`config.mk`:
```
export PLATFORM = sky130hd
export DESIGN_NAME = aes_bus_buffer
export DESIGN_NICKNAME = d
export VERILOG_FILES = /design/src/rtl/aes_bus_pkg.sv /design/src/rtl/aes_word_packer.sv /design/src/rtl/aes_bus_buffer.sv
export SDC_FILE = /design/constraint.sdc
export NUM_CORES = 1
export LEC_CHECK = 0
export BUFFER_PORTS_ARGS = -buffer_cell sky130_fd_sc_hd__buf_2
export CORE_MARGIN = 3
export CORE_UTILIZATION = 30
export DETAILED_ROUTE_END_ITERATION = 12
export GPL_TIMING_DRIVEN = 1
export PLACE_DENSITY = 0.62
export SKIP_LAST_GASP = 1
export SYNTH_ARGS = -nofsm -noshare
export SYNTH_HDL_FRONTEND = slang
export SYNTH_SLANG_ARGS = --single-unit
export TNS_END_PERCENT = 30
```
`constraint.sdc`:
```
create_clock -name CLK -period 2.7 [get_ports CLK]
set_input_delay 0 -clock CLK [delete_from_list [all_inputs] [get_ports CLK]]
set_output_delay 0 -clock CLK [all_outputs]
set_load 0.1 [all_outputs]
```
`src/rtl/aes_bus_pkg.sv`:
```
// Shared types and sizes for the AES bus word/block bridge.
package aes_bus_pkg;
  localparam int WORD_W  = 32;
  localparam int WORDS   = 4;
  localparam int BLOCK_W = WORD_W * WORDS;

  typedef enum logic [1:0] {
    S_IDLE,
    S_LOAD,
    S_WAIT_CORE,
    S_UNLOAD
  } state_t;

  typedef logic [0:WORD_W-1]  word_t;
  typedef logic [0:BLOCK_W-1] block_t;
endpackage

```
`src/rtl/aes_word_packer.sv`:
```
// Four-word block register with saturating word counter and valid flag.
module aes_word_packer
  import aes_bus_pkg::*;
(
  input  logic          i_clk,
  input  logic          i_rst_n,
  input  logic          i_wr,
  input  logic          i_first,
  input  logic          i_vclr,
  input  logic [0:31]   i_din,
  output logic [0:127]  o_blk,
  output logic          o_valid
);

  logic [2:0] r_cnt;
  block_t     r_blk;
  logic       r_valid;

  logic [1:0] w_idx;
  logic       w_take;

  // A first word always restarts at word 0; otherwise stop at four.
  assign w_idx  = i_first ? 2'd0 : r_cnt[1:0];
  assign w_take = i_wr & (i_first | (r_cnt != 3'd4));

  always_ff @(posedge i_clk or negedge i_rst_n) begin
    if (!i_rst_n) begin
      r_cnt   <= 3'd0;
      r_blk   <= '0;
      r_valid <= 1'b0;
    end else begin
      if (w_take) begin
        r_blk[{w_idx, 5'd0} +: WORD_W] <= i_din;
        r_cnt <= {1'b0, w_idx} + 3'd1;
      end
      if (i_wr & i_first)
        r_valid <= 1'b0;
      else if (w_take & (w_idx == 2'd3))
        r_valid <= 1'b1;
      else if (i_vclr)
        r_valid <= 1'b0;
    end
  end

  assign o_blk   = r_blk;
  assign o_valid = r_valid;

endmodule

```
`src/rtl/aes_bus_buffer.sv`:
```
// Bus-to-AES bridge: packs bus words into blocks, launches the core,
// and streams the captured result back as four registered words.
module aes_bus_buffer
  import aes_bus_pkg::*;
(
  input  logic          CLK,
  input  logic          RESET_N,
  input  logic          Initiate,
  input  logic          Read_or_Write,
  input  logic          Adress,
  input  logic          SelCypher,
  input  logic          Start,
  input  logic [0:31]   DATA_IN,
  output logic [0:31]   DATA_OUT,
  output logic          DATA_OE,
  output logic [0:127]  msg_block,
  output logic [0:127]  key_block,
  output logic          core_start,
  output logic          core_cypher,
  input  logic          core_done,
  input  logic [0:127]  core_result,
  output logic          busy,
  output logic          result_valid
);

  state_t     r_state, w_state_nx;
  logic       r_addr, w_addr_nx;
  logic       r_start, w_start_nx;
  logic       r_cypher, w_cypher_nx;
  logic       r_rv, w_rv_nx;
  logic       r_oe, w_oe_nx;
  word_t      r_dout, w_dout_nx;
  block_t     r_result, w_result_nx;
  logic [2:0] r_idx, w_idx_nx;

  logic       w_wr, w_first, w_launch;
  logic       w_msg_valid, w_key_valid;
  block_t     w_msg_blk, w_key_blk;

  aes_word_packer u_msg (
    .i_clk   (CLK),
    .i_rst_n (RESET_N),
    .i_wr    (w_wr & ~r_addr_sel()),
    .i_first (w_first),
    .i_vclr  (w_launch),
    .i_din   (DATA_IN),
    .o_blk   (w_msg_blk),
    .o_valid (w_msg_valid)
  );

  aes_word_packer u_key (
    .i_clk   (CLK),
    .i_rst_n (RESET_N),
    .i_wr    (w_wr & r_addr_sel()),
    .i_first (w_first),
    .i_vclr  (1'b0),
    .i_din   (DATA_IN),
    .o_blk   (w_key_blk),
    .o_valid (w_key_valid)
  );

  function automatic logic r_addr_sel();
    return Adress;
  endfunction

  always_comb begin
    w_state_nx  = r_state;
    w_addr_nx   = r_addr;
    w_start_nx  = 1'b0;
    w_cypher_nx = r_cypher;
    w_rv_nx     = r_rv;
    w_oe_nx     = 1'b0;
    w_dout_nx   = '0;
    w_result_nx = r_result;
    w_idx_nx    = r_idx;
    w_wr        = 1'b0;
    w_first     = 1'b0;
    w_launch    = 1'b0;
    unique case (r_state)
      S_IDLE: begin
        if (Initiate & Read_or_Write) begin
          w_wr       = 1'b1;
          w_first    = 1'b1;
          w_addr_nx  = Adress;
          w_state_nx = S_LOAD;
        end else if (Initiate & r_rv) begin
          w_oe_nx    = 1'b1;
          w_dout_nx  = r_result[0 +: WORD_W];
          w_idx_nx   = 3'd1;
          w_state_nx = S_UNLOAD;
        end else if (Start & ~Initiate &
                     w_msg_valid & w_key_valid) begin
          w_launch    = 1'b1;
          w_start_nx  = 1'b1;
          w_cypher_nx = SelCypher;
          w_state_nx  = S_WAIT_CORE;
        end
      end
      S_LOAD: begin
        if (Initiate & Read_or_Write) begin
          w_wr      = 1'b1;
          w_first   = (Adress != r_addr);
          w_addr_nx = Adress;
        end else begin
          w_state_nx = S_IDLE;
        end
      end
      S_WAIT_CORE: begin
        if (core_done) begin
          w_result_nx = core_result;
          w_rv_nx     = 1'b1;
          w_state_nx  = S_IDLE;
        end
      end
      S_UNLOAD: begin
        // Completion wins once all four words have been shown.
        if (r_idx == 3'd4) begin
          w_rv_nx    = 1'b0;
          w_state_nx = S_IDLE;
        end else if (Initiate & ~Read_or_Write) begin
          w_oe_nx   = 1'b1;
          w_dout_nx = r_result[{r_idx[1:0], 5'd0} +: WORD_W];
          w_idx_nx  = r_idx + 3'd1;
        end else begin
          w_state_nx = S_IDLE;
        end
      end
      default: w_state_nx = S_IDLE;
    endcase
  end

  always_ff @(posedge CLK or negedge RESET_N) begin
    if (!RESET_N) begin
      r_state  <= S_IDLE;
      r_addr   <= 1'b0;
      r_start  <= 1'b0;
      r_cypher <= 1'b0;
      r_rv     <= 1'b0;
      r_oe     <= 1'b0;
      r_dout   <= '0;
      r_result <= '0;
      r_idx    <= 3'd0;
    end else begin
      r_state  <= w_state_nx;
      r_addr   <= w_addr_nx;
      r_start  <= w_start_nx;
      r_cypher <= w_cypher_nx;
      r_rv     <= w_rv_nx;
      r_oe     <= w_oe_nx;
      r_dout   <= w_dout_nx;
      r_result <= w_result_nx;
      r_idx    <= w_idx_nx;
    end
  end

  assign DATA_OUT     = r_dout;
  assign DATA_OE      = r_oe;
  assign msg_block    = w_msg_blk;
  assign key_block    = w_key_blk;
  assign core_start   = r_start;
  assign core_cypher  = r_cypher;
  assign busy         = (r_state == S_WAIT_CORE);
  assign result_valid = r_rv;

endmodule

```
==> results.md <==
- Drt pass-1 iters: 7
- Die area: 0.0651 sq mm
- Yosys top cell area share: 0.583
- Pwr Density: 1270 mW/mm^2
- Die W: 255 um
- Fin area: 0.0256 sq mm
- Worst r2r src: r_state[0]$_DFFE_PN0P_
- GP Congestion: 0.799
- Initial core utilization: 0.306
- Metal1 wirelength: 24,700 um
- Reg2Reg Depth: 11
- DR top layer: met4
- P_leak: 12.6 nW
- Critical path class: flip-flop to flip-flop
- # nets final: 2,276
- Post-route setup TNS: 0 ps
- Post-Synthesis Cell Area: 0.0186 sq mm
- Via density: 4.89
- Clock sink count: 434
- Post-DP Area: 0.0222 sq mm
- Largest area contributor in the netlist: dfrtp_1
- DP Cell Count: 2,703
- Async SR Flop Fraction: 1.00
- Clock skew after layout: 18.6 ps
- MaxCap Viol Count: 0
- Clock transition at the registers of the reported paths: 60 ps
- Largest net degree at the start of global routing: 129
- Utilization after layout: 0.420
- Non-filler cells, final: 2,963
- Layout cells sized above 1: 0.395
- Hold WS: 26.6 ps
- Antenna violations before repair: 1
- Clk_lat worst skew: 580 ps
- Setup crit start kind: flip-flop
- Routed wire length: 63,300 um
- Die Y: 255 um
- Power, Total: 32.5 mW
- RSZ-0062 raised after global routing: no
- Wirelength per Cell: 21.4 um
- Ys flop type: dfrtp_1
- DRT iter0 DRCs: 822
- Hold Path Class: primary input to asynchronous set/reset pin
- Synth top area cells: dfrtp_1 58%, mux2_2 12%, mux4_2 3.9%
- Register area share after synthesis: 0.583
- CTS tree: done
- H-tree Lvls: 2
- Diodes inserted: 0
- First-pass GRT wire length: 94,900 um
- Worst slack at placement: 148 ps
- Yosys warning count: 0
- Distinct cells, synth: 45
- Status: finished clean
- Maximum clock insertion buffer count: 3
- DR WL met2: 31,300 um
- # DRC: 0
- Gr usage total: 0.190
- CP Data Required Time: 3150 ps
- Vias in the first global route: 15,500
- Post-DP HPWL: 42,300 um
- Syn avg cell area: 12.5 sq um
- Crit path DAT: 2990 ps
- Number of synthesized register bits: 434
- Endpoint class of the critical path: flip-flop
- Routed Antenna Nets: 0
- Final Cycle Share: 0.941
- Root Driver: clkbuf_16
- Final Setup Violations: 0
- Final Hold Fails: 0
- Reg2reg end: u_key.o_blk[22]$_DFFE_PN0P_
- Std cell rows: 90
- Most frequent cell after synthesis: dfrtp_1
- Syn Nets: 1,669
- Worst rel slew slack: 0.346
- Slew @ Worst Pin: 980 ps
- IO Port Bufs: 460
- Post-synth EDFFs: 0
- Slew Limit Fails: 0
- CTS Buf Count: 50
- Met3 routed WL: 5350 um
- Crit path time final: 2540 ps
- Most frequent cells after synthesis: 434 x dfrtp_1, 193 x mux2_2, 148 x nand2_1, 89 x clkbuf_1, 75 x inv_1
- # IOs: 461
- Via count: 14,500
- Final setup margin: 160 ps
- Core area: 0.0609 sq mm
- R2r setup slk: 160 ps
- GRT overflow: 0
- Fmax: 394 MHz
- Area delta synth->final: 37.5%
- CP Max Fanout: 22
- Worst vdd ir: 927 uV
- Syn Inst Count: 1,487
## layout make-up
cell class	count	area, sq um
clock inverter	17	156
sequential	434	10900
multi-input combinational	855	7130
tap	828	1040
inverter	75	282
timing repair buffer	678	4610
fill	5665	35300
clock buffer	76	1510
## where the power goes
part	switching, mW	internal, mW
clock	2.77	4.06
combinational	11.7	4.14
sequential	1.30	8.61
## critical path, cell delays in order, from the launching register on
cell and delay (ps):
dfrtp_1 420, inv_1 100, ha_1 190, o211ai_1 120, o21bai_4 220, and2_1 200, inv_1 90, ha_1 140
nand2_1 90, or2_2 330, buf_4 250, a22o_1 270
## kinds of logic after synthesis
kind of cell | after synthesis | synth area share
xor gates and xnor gates | 1 | 0.000874
and+or+nand+nor | 292 | 0.0745
DFF | 434 | 0.583
buffers and inverters | 198 | 0.0418
adders and majority gates | 14 | 0.00941
muxes | 291 | 0.191
AOI/OAI and AO/OA | 257 | 0.0991
## registers in the layout (all words and copies together), names as in the netlist, 2 cells and up
| register | cells |
|---|---|
| u_msg.o_blk | 128 |
| u_key.o_blk | 128 |
| r_result | 128 |
| r_idx | 3 |
| u_msg.r_cnt | 3 |
| u_key.r_cnt | 3 |
| r_state | 2 |
| DATA_OUT | 32 |
## how the worst max path moves through the flow
| stage | depth (start not counted) | endpoint | startpoint | slack [ps] |
|---|---|---|---|---|
| after global placement | 11 | u_key.o_blk[30]$_DFFE_PN0P_ | r_state[0]$_DFFE_PN0P_ | 250 |
| after detailed placement | 11 | u_key.o_blk[30]$_DFFE_PN0P_ | r_state[0]$_DFFE_PN0P_ | 150 |
| after floorplan | 12 | u_msg.o_blk[52]$_DFFE_PN0P_ | r_state[0]$_DFFE_PN0P_ | 7 |
| after CTS | 11 | u_key.o_blk[1]$_DFFE_PN0P_ | r_state[0]$_DFFE_PN0P_ | 120 |
| final | 11 | u_key.o_blk[22]$_DFFE_PN0P_ | r_state[0]$_DFFE_PN0P_ | 160 |
| after global routing | 11 | u_key.o_blk[27]$_DFFE_PN0P_ | r_state[0]$_DFFE_PN0P_ | 8 |
## metal layers
metal  up-vias  track usage
met2       569        0.331
li1       6492            -
met1      7316        0.225
met5         -            0
met4         0       0.0652
met3       110       0.0565
## layout by cell type (no fill, tap or decap), types with 10 or more instances in the layout
| cell | synthesis | routed |
|---|---|---|
| dlygate4sd3_1 | 0 | 167 |
| clkbuf_1 | 89 | 13 |
| clkbuf_8 | 0 | 10 |
| mux2i_1 | 64 | 64 |
| ha_1 | 14 | 14 |
| a22o_1 | 64 | 64 |
| o31ai_1 | 64 | 64 |
| nor2_1 | 40 | 39 |
| clkbuf_16 | 0 | 53 |
| dfrtp_1 | 434 | 432 |
| nand2_1 | 148 | 145 |
| mux2_2 | 193 | 193 |
| inv_1 | 75 | 75 |
| and3_1 | 68 | 66 |
| o21ai_0 | 73 | 73 |
| a22oi_1 | 33 | 33 |
| mux4_2 | 32 | 32 |
| buf_2 | 28 | 459 |
| buf_12 | 0 | 19 |
| buf_4 | 0 | 31 |
## timing repair
item	4_1_cts	5_1_grt
hold endpoints to repair	664	0
hold buffers	167	0
resized for setup	0	2
setup buffers	0	0
setup endpoints to repair	0	7
Note: power is estimated with default switching activity, not from simulation.
